==> config.mk <==
export PLATFORM = sky130hd
export DESIGN_NAME = app_test_core
export DESIGN_NICKNAME = d
export VERILOG_FILES = /design/src/rtl/app_test_core.sv
export SDC_FILE = /design/constraint.sdc
export NUM_CORES = 1
export LEC_CHECK = 0
export ABC_AREA = 1
export CORE_MARGIN = 2
export CORE_UTILIZATION = 60
export CTS_BUF_LIST = sky130_fd_sc_hd__clkbuf_4 sky130_fd_sc_hd__clkbuf_8
export DETAILED_ROUTE_END_ITERATION = 10
export MAX_ROUTING_LAYER = met4
export PLACE_DENSITY_LB_ADDON = 0.1
export SLEW_MARGIN = 0
export SYNTH_ARGS = -nofsm -noshare
export SYNTH_HDL_FRONTEND = slang
export SYNTH_SLANG_ARGS = --single-unit
==> constraint.sdc <==
create_clock -name clk -period 6.1 [get_ports clk]
set_input_delay 1.83 -clock clk [delete_from_list [all_inputs] [get_ports clk]]
set_output_delay 1.83 -clock clk [all_outputs]
set_load 0.005 [all_outputs]
==> src/rtl/app_test_core.sv <==
// Production-test core for the app board: pin rotation on RTS, RGB LED cycling,
// touch counting and a periodic 2-byte UART report on tx.
module app_test_core #(
  parameter int LED_DIV_BITS = 25,
  parameter int TICK_BITS    = 25,
  parameter int BIT_CYCLES   = 2500
) (
  input  logic clk,
  input  logic rst,
  input  logic rts,
  input  logic touch_event,
  output logic tx,
  output logic cts,
  output logic app_gpio1,
  output logic app_gpio2,
  output logic app_gpio3,
  output logic app_gpio4,
  output logic rgb0_pwm,
  output logic rgb1_pwm,
  output logic rgb2_pwm,
  output logic rgbleden
);

  localparam int CNT_W = (BIT_CYCLES > 1) ? $clog2(BIT_CYCLES) : 1;
  localparam logic [CNT_W-1:0] BIT_RELOAD = CNT_W'(BIT_CYCLES - 1);

  typedef enum logic {IDLE, SEND} state_t;

  logic [1:0]              rts_sync, touch_sync;
  logic                    rts_prev, touch_prev;
  logic                    rts_rise, touch_rise;
  logic [4:0]              pintest;
  logic [LED_DIV_BITS-1:0] led_div;
  logic [2:0]              led_state;
  logic [7:0]              touch_count;
  logic [TICK_BITS-1:0]    ticks;
  logic                    tick_hit;
  state_t                  state;
  logic [19:0]             shift;
  logic [4:0]              bits_left;
  logic [CNT_W-1:0]        bit_cnt;
  logic [7:0]              report_count;

  always_ff @(posedge clk or posedge rst) begin
    if (rst) begin
      rts_sync   <= '0;
      touch_sync <= '0;
      rts_prev   <= 1'b0;
      touch_prev <= 1'b0;
    end else begin
      rts_sync   <= {rts_sync[0], rts};
      touch_sync <= {touch_sync[0], touch_event};
      rts_prev   <= rts_sync[1];
      touch_prev <= touch_sync[1];
    end
  end

  assign rts_rise   = rts_sync[1] & ~rts_prev;
  assign touch_rise = touch_sync[1] & ~touch_prev;

  always_ff @(posedge clk or posedge rst) begin
    if (rst) begin
      pintest <= 5'h01;
    end else if (rts_rise) begin
      case (pintest)
        5'h01:   pintest <= 5'h02;
        5'h02:   pintest <= 5'h04;
        5'h04:   pintest <= 5'h08;
        5'h08:   pintest <= 5'h10;
        default: pintest <= 5'h01;
      endcase
    end
  end

  assign {cts, app_gpio1, app_gpio2, app_gpio3, app_gpio4} = pintest;

  always_ff @(posedge clk or posedge rst) begin
    if (rst) begin
      led_div   <= '0;
      led_state <= 3'b100;
    end else begin
      led_div <= led_div + 1'b1;
      case (led_div[LED_DIV_BITS-1 -: 2])
        2'd0:    led_state <= 3'b100;
        2'd1:    led_state <= 3'b010;
        2'd2:    led_state <= 3'b001;
        default: led_state <= 3'b111;
      endcase
    end
  end

  assign rgb0_pwm = led_state[2];
  assign rgb1_pwm = led_state[1];
  assign rgb2_pwm = led_state[0];
  // Raw pad, deliberately unsynchronised: a touch blanks the LEDs at once.
  assign rgbleden = ~touch_event;

  always_ff @(posedge clk or posedge rst) begin
    if (rst) begin
      touch_count <= '0;
      ticks       <= '0;
    end else begin
      ticks <= ticks + 1'b1;
      if (touch_rise) touch_count <= touch_count + 8'd1;
    end
  end

  assign tick_hit = (ticks == '1);

  always_ff @(posedge clk or posedge rst) begin
    if (rst) begin
      state        <= IDLE;
      shift        <= '1;
      bits_left    <= '0;
      bit_cnt      <= '0;
      report_count <= '0;
      tx           <= 1'b1;
    end else begin
      case (state)
        IDLE: begin
          tx <= 1'b1;
          if (tick_hit) begin
            shift        <= {1'b1, touch_count, 1'b0, 1'b1, report_count, 1'b0};
            bits_left    <= 5'd20;
            bit_cnt      <= BIT_RELOAD;
            report_count <= report_count + 8'd1;
            // Start bit goes out on the load edge so every bit lasts BIT_CYCLES.
            tx           <= 1'b0;
            state        <= SEND;
          end
        end
        SEND: begin
          if (bit_cnt != '0) begin
            bit_cnt <= bit_cnt - CNT_W'(1);
          end else begin
            bit_cnt   <= BIT_RELOAD;
            bits_left <= bits_left - 5'd1;
            if (bits_left == 5'd1) begin
              tx    <= 1'b1;
              state <= IDLE;
            end else begin
              shift <= {1'b1, shift[19:1]};
              tx    <= shift[1];
            end
          end
        end
        default: state <= IDLE;
      endcase
    end
  end

endmodule

# After elaboration in Yosys (flattened, before gate mapping)
# Index checks and enable logic that the tools add are counted.
# word_totals
reg_bits	119
input_bits	4
# classes
n_addsub	6
bitwise_logic	6
n_eq_ne	11
mux	20
n_reduce_logical	5
# op_table
operator	count
$mux 20	3
$add 25x1->25 const B	2
$pmux 20 s2	1
$eq 25x25->1 const B	1
$mux 12	2
$pmux 12 s2	1
$pmux 5 s4	1
$add 8x1->8 const B	2
$reduce_bool 12->1	1
$sub 12x1->12 const B	1
$eq 5x1->1 const B	2
$mux 5	2
$pmux 5 s2	1
$pmux 3 s3	1
$mux 1	6
$ne 2x2->1 const B	3
$eq 5x2->1 const B	1
$eq 5x3->1 const B	1
$eq 5x4->1 const B	1
$sub 5x1->5 const B	1
$not 1->1	4
$pmux 1 s2	2
$reduce_and 2->1	2
$reduce_and 3->1	1
other kinds (4)	5

# Longest topological paths before layout
# logic_depth
depth_word	4
mapped_depth	11
depth_no_buf	10

# Worst setup path before layout
# No wires, ideal clock.
# synth_timing
path_kind	input port to output port
start	input touch_event
end	output rgbleden
path_stages	1
required_time_ps	4270
arrival_ps	1873
setup_slack_ps	2397
cell_sequence	inv_1
# synth_via
elab_chain_cells	1
# synth_lines
element	line_no	source
from (decl)	11	input logic touch_event,
$not 1->1	96	assign rgbleden = ~touch_event;
to (decl)	21	output logic rgbleden
# Every way passes these cells.

# Worst setup path after layout
# Same ends and word-level chain as after synthesis.

==> results.toml <==
[outcome]
status = "finished, final reports clean"

[yosys]
synth_ff_type = "dfrtp_1"
synth_edf_count = 0
ys_types = 34
avgSynthCellArea_um2 = 8.542
synth_nets = 696
synth_top_area_share_pct = 41.30
netlist_top_cells_area = "dfrtp_1 (41%), nand2_1 (12%), dfstp_2 (9.5%), xor2_1 (6.9%), inv_1 (5.0%)"
synth_top_cell_by_area = "dfrtp_1"
async_flop_share_pct = 100.0
synthesis.area_mm2 = 0.005817
ys_seq_area_share_pct = 50.79
yosysWarnings = 0
syn_inst = 681
ys_seq_elements = 117

[power_and_ir_drop]
comb_power_share_pct = 5.4
p_sw_share_pct = 23.27
irDropWorstVdd_mv = 0.1898
pwr-share-clk_pct = 44.5
total_power_mw = 1.646
switchingPower_uw = 383.0
power_density_mw_per_mm2 = 254.1
p_seq_share_pct = 50.1
p_int_mw = 1.263
p_leak_nw = 3.172

[layout]
layout.nets = 719
layout_commonest_cell = "nand2_1"
num_antenna_cells = 0
final_cell_mix = "nand2_1 (189), dfrtp_1 (96), inv_1 (77)"
drive_gt1_share_pct = 10.47
syn_to_final_growth_pct = 11.34

[global_routing]
met2_usage_pct = 36.65
grt-busiest-layer = "met2"
grt_pass1_vias = 4305
grt_max_degree = 48
grt_use_total_pct = 23.75
grt_pass1_wl_um = 19010
use_met1_pct = 30.50
overflow = 0
met3_usage_pct = 4.788
antenna_found_initial = 0

[cts]
cts.sinks = 117
numCtsBuffers = 17
htreeDepth = 4
postCtsHoldBufs = 0
post_cts_buffers = 0
cts_buffer_depth = 2
root_buffer = "clkbuf_8"
cts-resized-gates = 0
clkLatencyLatePin_ns = 0.43
clkTransAtPathRegs_ns = 0.07
cts_tree = "built"

[worst_setup_path]
endpoint = "rgbleden"
max_stage_delay_ns = 0.49
crit_family = "buffers and inverters"
worstPathCellList = "clkdlybuf4s50_1, inv_1, clkdlybuf4s50_1"
start_kind = "input port"
end_kind = "output port"
crit-reg2reg-launch = "bit_cnt[0]"
reg2regPathDepth = 10
cp_data_arrival_time_ns = 2.79
cp-startpoint = "touch_event"
crit_fanout = 2
crit_type = "in2out"
crit_required_ns = 4.27
slowest_stage = "clkdlybuf4s50_1"
worst-r2r-setup-slack_ns = 4.10
timing.rr.end = "shift[10]"
crit_top_cell = "clkdlybuf4s50_1"
path_buf_inv = 3
cp.depth = 3

[timing]
tightestPinTransition_ns = 0.7395
holdWs_ns = 0.3561
hold_viol = 0
maxSlewViolCount = 0
fmax_mhz = 216.3
setup-violations-final = 0
rsz0062_at_grt = "no"
period_share_pct = 75.80
relSlewSlack_pct = 50.58
setup_tns_ns = 0
fin_crit_ns = 4.624
fin_skew_ns = 0.01005

[floorplan]
dieArea_mm2 = 0.01050
die_w_um = 102.5
start_util_pct = 62.36
fp-row-count = 35
die_h_um = 102.5
coreArea_mm2 = 0.009328
io_pins = 14

[drt]
routedWlPerCell_um = 12.42
drc = 0
ant_nets = 0
drt-initial-drc-count = 165
firstDrtPassIters = 5
wirelength_um = 10500
via_count = 4369
viasPerCell = 5.170

[worst_hold_path]
min_path_type = "reg2reg"
hold_start = "rts_sync[0]"

[job]
maxCapViolCount = 0

[placed_design]
place.gp.congestion = 0.9439
portBuffers = 13
dp_hpwl_um = 7096
-- logic make-up after synthesis --
logic type / share of synthesized area, %
AOI/OAI and AO/OA: 3.764
buffers and inverters: 6.603
adders and majority gates: 2.366
and+or+nand+nor: 27.60
DFF: 50.79
xor gates and xnor gates: 8.884
-- cell type report --
type	instances	area, um^2
inverter	81	306.5
clock inverter	12	153.9
timing repair buffer	17	160.2
tap	129	161.4
multi-input combinational	470	2479
fill	762	2851
sequential	117	2954
clock buffer	19	261.5
-- cell usage after synthesis, types with 11 or more instances --
| master | instances |
|---|---|
| dfrtp_1 | 96 |
| nor3_1 | 18 |
| inv_1 | 78 |
| nor2_1 | 59 |
| nand4_1 | 28 |
| nand3_1 | 41 |
| xor2_1 | 46 |
| o21ai_0 | 33 |
| ha_1 | 11 |
| xnor2_1 | 13 |
| nand2_1 | 189 |
| dfstp_2 | 21 |
-- sequential cells by signal, summed over array words and instances, names as in the netlist --
| register | count |
|---|---|
| led_state | 3 |
| pintest | 5 |
| touch_sync | 2 |
| touch_count | 8 |
| touch_prev | 1 |
| report_count | 8 |
| shift | 18 |
| ticks | 25 |
| tx | 1 |
| bits_left | 5 |
| rts_prev | 1 |
| bit_cnt | 12 |
| rts_sync | 2 |
| led_div | 25 |
| state | 1 |
-- per-stage QoR --
step	util [%]	cell area [um^2]	std cells	worst slack, ns
final	69.43	6476	845	1.476
after global routing	69.43	6476	845	1.433
after CTS	69.43	6476	845	1.466
after detailed placement	64.98	6061	814	1.466
after global placement	64.98	6061	814	1.475
after floorplan	-	5817	681	1.204
-- power groups by stage --
stage / clock network [mW] / registers, mW / logic (mW)
6_report: 0.732 / 0.825 / 0.0886
5_1_grt: 0.783 / 0.828 / 0.107
4_1_cts: 0.754 / 0.824 / 0.0911
3_5_place_dp: 0 / 0.838 / 0.0907
3_3_place_gp: 0 / 0.837 / 0.0878
2_1_floorplan: 0 / 0.835 / 0.0618
-- metal layers --
metal	vias up	routed length (um)
li1	2201	-
met1	2097	4959
met2	53	5064
met3	18	286
met4	0	184
met5	-	0
-- worst min-delay path by stage --
stage / to / slack (ns) / cells after the start
after global routing: rts_sync[1] / 0.36 / 0
after detailed placement: rts_sync[1] / 0.34 / 0
after floorplan: rts_sync[1] / 0.33 / 0
final: rts_sync[1] / 0.36 / 0
after CTS: rts_sync[1] / 0.36 / 0
after global placement: rts_sync[1] / 0.34 / 0
Note: power is estimated with default switching activity, not from simulation.
